<file path="config.mk">
export PLATFORM = sky130hd
export DESIGN_NAME = keypad_scanner_flat
export DESIGN_NICKNAME = d
export VERILOG_FILES = /design/src/rtl/keypad_scanner_if.sv /design/src/rtl/keypad_scanner.sv /design/src/flat_wrapper.sv
export SDC_FILE = /design/constraint.sdc
export NUM_CORES = 1
export LEC_CHECK = 0
export ABC_AREA = 1
export BUFFER_PORTS_ARGS = -buffer_cell sky130_fd_sc_hd__buf_2
export CAP_MARGIN = 0
export CORE_AREA = 2 2 93 86
export DETAILED_ROUTE_END_ITERATION = 8
export DIE_AREA = 0 0 95 88
export GPL_TIMING_DRIVEN = 1
export HOLD_SLACK_MARGIN = 0.02
export PLACE_DENSITY = 0.51
export SLEW_MARGIN = 20
export SYNTH_ARGS = -nofsm -noshare
export SYNTH_HDL_FRONTEND = slang
export SYNTH_SLANG_ARGS = --single-unit
</file>
<file path="constraint.sdc">
create_clock -name clk -period 5.05 [get_ports clk]
set_input_delay 0.2525 -clock clk [delete_from_list [all_inputs] [get_ports clk]]
set_output_delay 0.2525 -clock clk [all_outputs]
set_load 0.01 [all_outputs]
</file>
<file path="src/rtl/keypad_scanner_if.sv">
// keypad_scanner_if
//   Groups the keypad pin signals and the decoded key outputs of
//   keypad_scanner so they travel as one bundle.
//   fila      : keypad rows, active-high (asynchronous to clk)
//   col       : one-hot active-high column drive
//   posicion  : last accepted key code, row*4 + col
//   opr       : debounced "key held" flag
//   nueva     : one-clock pulse per accepted press (and per auto-repeat)
//   dbg_state : current scanner FSM state, for observation only
//   master modport = the scanner, slave modport = pins/consumers side.
interface keypad_scanner_if;
    logic [3:0] fila;
    logic [3:0] col;
    logic [3:0] posicion;
    logic       opr;
    logic       nueva;
    logic [1:0] dbg_state;

    modport master (
        input  fila,
        output col,
        output posicion,
        output opr,
        output nueva,
        output dbg_state
    );

    modport slave (
        output fila,
        input  col,
        input  posicion,
        input  opr,
        input  nueva,
        input  dbg_state
    );
endinterface

</file>
<file path="src/rtl/keypad_scanner.sv">
// keypad_scanner
//   Scans a 4x4 matrix keypad one column at a time, picks the first
//   pressed key of each 4-column sweep, debounces press and release over
//   DEBOUNCE_SCANS sweeps and reports the key code plus a held flag.
//   Ports:
//     clk : system clock
//     rst : asynchronous active-low reset
//     kp  : keypad_scanner_if.master (fila in; col, posicion, opr, nueva,
//           dbg_state out)
//   Optional build macro KEY_REPEAT_EN: while a key stays held, nueva
//   pulses again every REPEAT_SCANS sweeps.
module keypad_scanner #(
    parameter int SCAN_DIV       = 50000,
    parameter int DEBOUNCE_SCANS = 10,
    parameter int REPEAT_SCANS   = 250
) (
    input logic              clk,
    input logic              rst,
    keypad_scanner_if.master kp
);

    localparam int CNT_W = $clog2(SCAN_DIV);
    localparam int DB_W  = $clog2(DEBOUNCE_SCANS + 1);
    localparam logic [CNT_W-1:0] SLOT_LAST = CNT_W'(SCAN_DIV - 1);
    localparam logic [DB_W-1:0]  DB_MAX    = DB_W'(DEBOUNCE_SCANS);

    localparam logic [1:0] ST_SCAN     = 2'd0;
    localparam logic [1:0] ST_DEBOUNCE = 2'd1;
    localparam logic [1:0] ST_HELD     = 2'd2;
    localparam logic [1:0] ST_RELEASE  = 2'd3;

    logic [3:0]       fila_m_q, fila_s_q;
    logic [CNT_W-1:0] slot_cnt_q, slot_cnt_d;
    logic [1:0]       col_idx_q, col_idx_d;
    logic             hit_q, hit_d;
    logic [3:0]       code_q, code_d;
    logic [1:0]       state_q, state_d;
    logic [3:0]       cand_q, cand_d;
    // Shared by DEBOUNCE (stable count) and RELEASE (release count); the
    // two states never overlap so one counter serves both.
    logic [DB_W-1:0]  db_cnt_q, db_cnt_d;
    logic [3:0]       posicion_q, posicion_d;
    logic             opr_q, opr_d;
    logic             nueva_q, nueva_d;
`ifdef KEY_REPEAT_EN
    localparam int REP_W = $clog2(REPEAT_SCANS + 1);
    localparam logic [REP_W-1:0] REP_MAX = REP_W'(REPEAT_SCANS);
    logic [REP_W-1:0] rep_cnt_q, rep_cnt_d;
`endif

    logic            slot_end, sweep_end, row_hit, sweep_hit, key_present;
    logic [1:0]      row_idx;
    logic [3:0]      slot_code, sweep_code;
    logic [DB_W-1:0] db_inc;

    // Lowest row index wins within a column.
    always_comb begin
        row_idx = 2'd0;
        for (int r = 3; r >= 0; r--) begin
            if (fila_s_q[r]) row_idx = 2'(r);
        end
    end

    assign slot_end  = (slot_cnt_q == SLOT_LAST);
    assign sweep_end = slot_end && (col_idx_q == 2'd3);
    assign row_hit   = |fila_s_q;
    assign slot_code = {row_idx, col_idx_q};
    // Sweep result folds in the slot being sampled right now, so the
    // last column counts in the same cycle the sweep closes.
    assign sweep_hit   = hit_q | row_hit;
    assign sweep_code  = hit_q ? code_q : slot_code;
    assign key_present = sweep_hit && (sweep_code == posicion_q);
    assign db_inc      = (db_cnt_q == DB_MAX) ? db_cnt_q : db_cnt_q + DB_W'(1);

    always_comb begin
        slot_cnt_d = slot_end ? '0 : slot_cnt_q + CNT_W'(1);
        col_idx_d  = slot_end ? col_idx_q + 2'd1 : col_idx_q;
        hit_d      = hit_q;
        code_d     = code_q;
        state_d    = state_q;
        cand_d     = cand_q;
        db_cnt_d   = db_cnt_q;
        posicion_d = posicion_q;
        opr_d      = opr_q;
        nueva_d    = 1'b0;
`ifdef KEY_REPEAT_EN
        rep_cnt_d  = rep_cnt_q;
`endif

        if (slot_end) begin
            if (sweep_end) begin
                hit_d = 1'b0;
            end else if (!hit_q && row_hit) begin
                hit_d  = 1'b1;
                code_d = slot_code;
            end
        end

        if (sweep_end) begin
            case (state_q)
                ST_SCAN: begin
                    if (sweep_hit) begin
                        cand_d = sweep_code;
                        if (DEBOUNCE_SCANS == 1) begin
                            posicion_d = sweep_code;
                            opr_d      = 1'b1;
                            nueva_d    = 1'b1;
                            state_d    = ST_HELD;
                            db_cnt_d   = '0;
`ifdef KEY_REPEAT_EN
                            rep_cnt_d  = '0;
`endif
                        end else begin
                            state_d  = ST_DEBOUNCE;
                            db_cnt_d = DB_W'(1);
                        end
                    end
                end
                ST_DEBOUNCE: begin
                    if (sweep_hit && (sweep_code == cand_q)) begin
                        if (db_inc == DB_MAX) begin
                            posicion_d = cand_q;
                            opr_d      = 1'b1;
                            nueva_d    = 1'b1;
                            state_d    = ST_HELD;
                            db_cnt_d   = '0;
`ifdef KEY_REPEAT_EN
                            rep_cnt_d  = '0;
`endif
                        end else begin
                            db_cnt_d = db_inc;
                        end
                    end else begin
                        state_d  = ST_SCAN;
                        db_cnt_d = '0;
                    end
                end
                ST_HELD: begin
                    if (key_present) begin
`ifdef KEY_REPEAT_EN
                        if (rep_cnt_q + REP_W'(1) == REP_MAX) begin
                            nueva_d   = 1'b1;
                            rep_cnt_d = '0;
                        end else begin
                            rep_cnt_d = rep_cnt_q + REP_W'(1);
                        end
`endif
                    end else if (DEBOUNCE_SCANS == 1) begin
                        opr_d   = 1'b0;
                        state_d = ST_SCAN;
                    end else begin
                        state_d  = ST_RELEASE;
                        db_cnt_d = DB_W'(1);
                    end
                end
                default: begin // ST_RELEASE
                    if (key_present) begin
                        state_d  = ST_HELD;
                        db_cnt_d = '0;
`ifdef KEY_REPEAT_EN
                        rep_cnt_d = '0;
`endif
                    end else if (db_inc == DB_MAX) begin
                        opr_d    = 1'b0;
                        state_d  = ST_SCAN;
                        db_cnt_d = '0;
                    end else begin
                        db_cnt_d = db_inc;
                    end
                end
            endcase
        end
    end

    always_ff @(posedge clk or negedge rst) begin
        if (!rst) begin
            fila_m_q   <= '0;
            fila_s_q   <= '0;
            slot_cnt_q <= '0;
            col_idx_q  <= '0;
            hit_q      <= 1'b0;
            code_q     <= '0;
            state_q    <= ST_SCAN;
            cand_q     <= '0;
            db_cnt_q   <= '0;
            posicion_q <= '0;
            opr_q      <= 1'b0;
            nueva_q    <= 1'b0;
`ifdef KEY_REPEAT_EN
            rep_cnt_q  <= '0;
`endif
        end else begin
            fila_m_q   <= kp.fila;
            fila_s_q   <= fila_m_q;
            slot_cnt_q <= slot_cnt_d;
            col_idx_q  <= col_idx_d;
            hit_q      <= hit_d;
            code_q     <= code_d;
            state_q    <= state_d;
            cand_q     <= cand_d;
            db_cnt_q   <= db_cnt_d;
            posicion_q <= posicion_d;
            opr_q      <= opr_d;
            nueva_q    <= nueva_d;
`ifdef KEY_REPEAT_EN
            rep_cnt_q  <= rep_cnt_d;
`endif
        end
    end

    assign kp.col       = 4'b0001 << col_idx_q;
    assign kp.posicion  = posicion_q;
    assign kp.opr       = opr_q;
    assign kp.nueva     = nueva_q;
    assign kp.dbg_state = state_q;

endmodule

</file>
<file path="src/flat_wrapper.sv">
// flat-port wrapper written by rule: the top's interface ports become plain ports
module keypad_scanner_flat 
#(
    parameter int SCAN_DIV       = 50000,
    parameter int DEBOUNCE_SCANS = 10,
    parameter int REPEAT_SCANS   = 250
)
  (clk, rst, kp_fila, kp_col, kp_posicion, kp_opr, kp_nueva, kp_dbg_state);
  keypad_scanner_if kp_i ();
  input logic clk;
  input logic rst;
  input wire logic [$bits(kp_i.fila)-1:0] kp_fila;
  output wire logic [$bits(kp_i.col)-1:0] kp_col;
  output wire logic [$bits(kp_i.posicion)-1:0] kp_posicion;
  output wire logic [$bits(kp_i.opr)-1:0] kp_opr;
  output wire logic [$bits(kp_i.nueva)-1:0] kp_nueva;
  output wire logic [$bits(kp_i.dbg_state)-1:0] kp_dbg_state;
  assign kp_i.fila = kp_fila;
  assign kp_col = kp_i.col;
  assign kp_posicion = kp_i.posicion;
  assign kp_opr = kp_i.opr;
  assign kp_nueva = kp_i.nueva;
  assign kp_dbg_state = kp_i.dbg_state;
  keypad_scanner #(.SCAN_DIV(SCAN_DIV), .DEBOUNCE_SCANS(DEBOUNCE_SCANS), .REPEAT_SCANS(REPEAT_SCANS)) u_core (.clk(clk), .rst(rst), .kp(kp_i));
endmodule
</file>
==> metrics.log <==
INFO  metric status = completed
INFO  metric wire_per_inst = 11.3 um
INFO  metric antenna-diode-count = 0
INFO  metric dieWidth = 95 um
INFO  metric syn_area_cell = 7.67 um^2
INFO  metric max-vdd-ir-drop = roughly 0.00016 V
INFO  metric power.static_leakage = 0.00144 uW
INFO  metric std_cell_rows = 30
INFO  metric clockBufferDepth = 2
INFO  metric postLayoutSetupSlackWorst = 3.16 ns
INFO  metric fin_cells = 448
INFO  metric met3_usage = 3.36%
INFO  metric route.vias.total = 2035
INFO  metric maxSlewViolCount = 0
INFO  metric cts-resized-gates = 0
INFO  metric worst-setup-path-type = reg -> reg
INFO  metric clock_sink_count = 47
INFO  metric drt-pass1-iter-count = 4
INFO  metric cap_viol_max_count = 0
INFO  metric drive_gt1_share = a little over an eighth
INFO  metric finalHoldViolCount = 0
INFO  metric critPathRequiredTime = about 5.2 ns
INFO  metric post_synth_fa_ha_maj_area_fraction = 3.49%
INFO  metric cts_inserted_buffers = 5
INFO  metric power.density_cell_area = 225 nW/um^2
INFO  metric cpLargestDelayFamily = simple AND/OR/NAND/NOR gates
INFO  metric cts-htree-levels = 2
INFO  metric synth_cell_types = 24
INFO  metric layout.filler_cells = 770
INFO  metric groute.usage.overall = 13.7%
INFO  metric yosys_register_bits = 47
INFO  metric core_region_area = approximately 7400 um^2
INFO  metric grt_antenna_before_repair = 0
INFO  metric crit_chain = ha_1 > nand2_1 > nor2_2 > inv_1 > nor2_1 > nand3_1 > nor2_1 > nand2_2 > inv_2 > nand3_2 > nand2_1 > nand2_1
INFO  metric globalRoute.busiestLayer = met2
INFO  metric met2_usage_in_global_routing = 20.6%
INFO  metric post_synth_xor_area_fraction = 1.75%
INFO  metric share_of_synthesized_area_spent_on_multiplexers = 0%
INFO  metric route.final.wire_length = between 5 and 6 mm
INFO  metric layout-area-overhead-vs-synth = 12.2%
INFO  metric clk_latency = approximately 0.30 ns
INFO  metric dpl_worst_slack = 3.15 ns
INFO  metric critical_path.max_stage_delay = 0.40 ns
INFO  metric yosys.area.top_type_share = a little under half
INFO  metric grt_pass1_vias = 1958
INFO  metric cell_type_contributing_the_most_total_cell_area_after_synthesis = sky130_fd_sc_hd__dfrtp_1
INFO  metric numPortBuffers = 17
INFO  metric clock_tree.root_cell = sky130_fd_sc_hd__clkbuf_8
INFO  metric grt_max_degree = 48
INFO  metric synth-compound-area-share = under 10%
INFO  metric unrepaired_setup_endpoints_after_global_routing = no
INFO  metric synth_cells = 327
INFO  metric drt_iter0_markers = 82
INFO  metric min_period_over_period = 37.5%
INFO  metric tightest_slew = 0.591 ns
INFO  metric synth-simple-area-share = 33.1%
INFO  metric final_antenna_net_count = 0
INFO  metric gp_routability_congestion = ~0.8
INFO  metric route.detailed.vias_per_inst = roughly 4.5
INFO  metric seqCellArea = 1180 um^2
INFO  metric footprint_of_the_multi_input_gates = 1120 um^2
INFO  metric postLayoutCoreUtil = 38.1%
INFO  metric power = 633 uW
INFO  metric crit_fanout = 7
INFO  metric synth_top_family_by_area = simple AND/OR/NAND/NOR gates
INFO  metric place.detailed.hpwl = 3.84 mm
INFO  metric netlist_top_cells_area = sky130_fd_sc_hd__dfrtp_1 (47%), sky130_fd_sc_hd__nand2_1 (13%), sky130_fd_sc_hd__inv_1 (7.8%)
INFO  metric path_clk_slew = 0.09 ns
INFO  metric finalSetupViolCount = 0
INFO  metric yosys_warnings = 0
INFO  metric post_synth_instance_area = roughly 2500 um^2
INFO  metric die_area = approximately 8400 um^2
INFO  metric first_pass_grt_wire_length = 8.96 mm
INFO  metric placedCellCount = 440
INFO  metric synth_nets = 340
INFO  metric remaining_drc_errors = 0
INFO  metric nets = ~370
INFO  metric overflow = 0
INFO  metric clock_skew = about 0.0083 ns
INFO  metric chipHeight = 88 um
INFO  metric path_buf_inv = 2
INFO  metric final.min_clock_period = 1.89 ns
INFO  metric worstSetupStartpointType = flip-flop
INFO  metric cts_setup_buffers = 0
INFO  metric fin_tns_setup = 0 ns
INFO  metric worst_slew_margin_rel = 60.6%
INFO  metric initial_utilization = 33.9%
INFO  metric timing.critical_path.to_type = flip-flop
INFO  metric clock_tree_from_tritoncts = built
INFO  metric hold_path_class = in -> reg
INFO  metric max_clock_freq = 0.529 GHz
INFO  metric globalRouteMet1Util = 19.3%
INFO  metric floorplan.io_pins = 18
INFO  metric yosysSeqAreaShare = 46.9%
INFO  metric worst-endpoint-arrival = 2.09 ns
INFO  metric worst_path_most_repeated_cell = sky130_fd_sc_hd__nand2_1
INFO  metric crit_slowest_cell = sky130_fd_sc_hd__dfrtp_1
==> per-stage QoR <==
stage | area, um^2 | hold WS, ns
global route | 2810 | 0.0422
CTS | 2800 | 0.0489
finish | 2810 | 0.0624
detailed placement | 2710 | 0.336
global placement | 2710 | 0.335
floorplan | 2510 | -0.0431
==> cells by family after synthesis <==
family          after synthesis
fa+ha+maj                     7
flops                        47
compound gates               31
simple gates                180
buf+inv                      57
xor+xnor                      5
==> what timing repair did <==
action                                  4_1_cts  5_1_grt
endpoints found under the setup margin        0        0
endpoints found under the hold margin         0       47
hold buffers                                  0        1
==> path summary, 6_finish.rpt <==
| check | depth (start not counted) | slack [ns] | startpoint | end |
|---|---|---|---|---|
| worst min register to register | 0 | 0.35 | u_core.fila_m_q[3]$_DFF_PN0_ | u_core.fila_s_q[3]$_DFF_PN0_ |
| worst min-delay path | 1 | 0.06 | kp_fila[2] | u_core.fila_m_q[2]$_DFF_PN0_ |
| worst max register to register | 12 | 3.16 | u_core.slot_cnt_q[0]$_DFF_PN0_ | u_core.kp.dbg_state[0]$_DFFE_PN0P_ |
| max in group asynchronous | 2 | 4.15 | rst | u_core.kp.opr$_DFFE_PN0P_ |
| worst max-delay path | 12 | 3.16 | u_core.slot_cnt_q[0]$_DFF_PN0_ | u_core.kp.dbg_state[0]$_DFFE_PN0P_ |
| min in group asynchronous | 2 | 0.51 | rst | u_core.slot_cnt_q[1]$_DFF_PN0_ |
==> report_power, final <==
| part | leakage (uW) | switching [uW] | internal (uW) |
|---|---|---|---|
| sequential | 0.000624 | 1.32 | 379 |
| clock | 0.0000470 | 124 | 108 |
| combinational | 0.000771 | 15.5 | 5.69 |
| total | 0.00144 | 140 | 493 |
==> synthesized netlist by cell type (all sizes together) <==
cell and instances:
nand3b 2, ha 7, a21oi 8, nor3 5
o21ai 22, or2 1, o21bai 1, dfrtp 47
xnor2 1, nand3 29, nand4 12, nand2 96
nor4 2, inv 57, nor2 33, xor2 4
==> layout make-up <==
cell class / count / area share, %
sequential: 47 / 41.8
multi-input combinational: 223 / 39.8
inverter: 57 / 7.60
tap: 96 / 4.27
timing repair buffer: 18 / 3.47
clock buffer: 6 / 2.93
clock inverter: 1 / 0.178
==> layout by cell type, fill, tap and decap left out <==
| cell | n |
|---|---|
| sky130_fd_sc_hd__nand3_1 | 25 |
| sky130_fd_sc_hd__xnor2_1 | 1 |
| sky130_fd_sc_hd__nor4_1 | 2 |
| sky130_fd_sc_hd__clkinv_2 | 1 |
| sky130_fd_sc_hd__nand4_1 | 11 |
| sky130_fd_sc_hd__o21ai_1 | 5 |
| sky130_fd_sc_hd__nand2_2 | 8 |
| sky130_fd_sc_hd__or2_4 | 1 |
| sky130_fd_sc_hd__inv_1 | 52 |
| sky130_fd_sc_hd__buf_2 | 16 |
| sky130_fd_sc_hd__nand4_2 | 1 |
| sky130_fd_sc_hd__nand3_2 | 4 |
| sky130_fd_sc_hd__inv_2 | 5 |
| sky130_fd_sc_hd__o21ai_0 | 17 |
| sky130_fd_sc_hd__xor2_1 | 4 |
| sky130_fd_sc_hd__a21oi_1 | 8 |
| sky130_fd_sc_hd__clkbuf_8 | 6 |
| sky130_fd_sc_hd__dfrtp_1 | 47 |
| sky130_fd_sc_hd__nand2_1 | 87 |
| sky130_fd_sc_hd__ha_1 | 7 |
| sky130_fd_sc_hd__nor2_2 | 1 |
| sky130_fd_sc_hd__nand3b_1 | 2 |
| sky130_fd_sc_hd__nor3_1 | 5 |
| sky130_fd_sc_hd__nor2_4 | 1 |
| sky130_fd_sc_hd__nand2_4 | 1 |
| sky130_fd_sc_hd__o21bai_1 | 1 |
| sky130_fd_sc_hd__nor2_1 | 31 |
| sky130_fd_sc_hd__dlygate4sd3_1 | 1 |
| sky130_fd_sc_hd__buf_4 | 1 |
==> routing by layer <==
metal  wire length [um]  up-vias
li1                   -     1082
met1               2690      913
met2               2150       30
met3                144       10
met4                 86        0
met5                  0        -
==> registers in the layout (all words and copies together), names as in the netlist, 4 cells and up <==
| name | cells |
|---|---|
| u_core.cand_q | 4 |
| u_core.code_q | 4 |
| u_core.db_cnt_q | 4 |
| u_core.fila_m_q | 4 |
| u_core.fila_s_q | 4 |
| u_core.kp.posicion | 4 |
| u_core.slot_cnt_q | 16 |
Power figures use the tool's default switching activity.
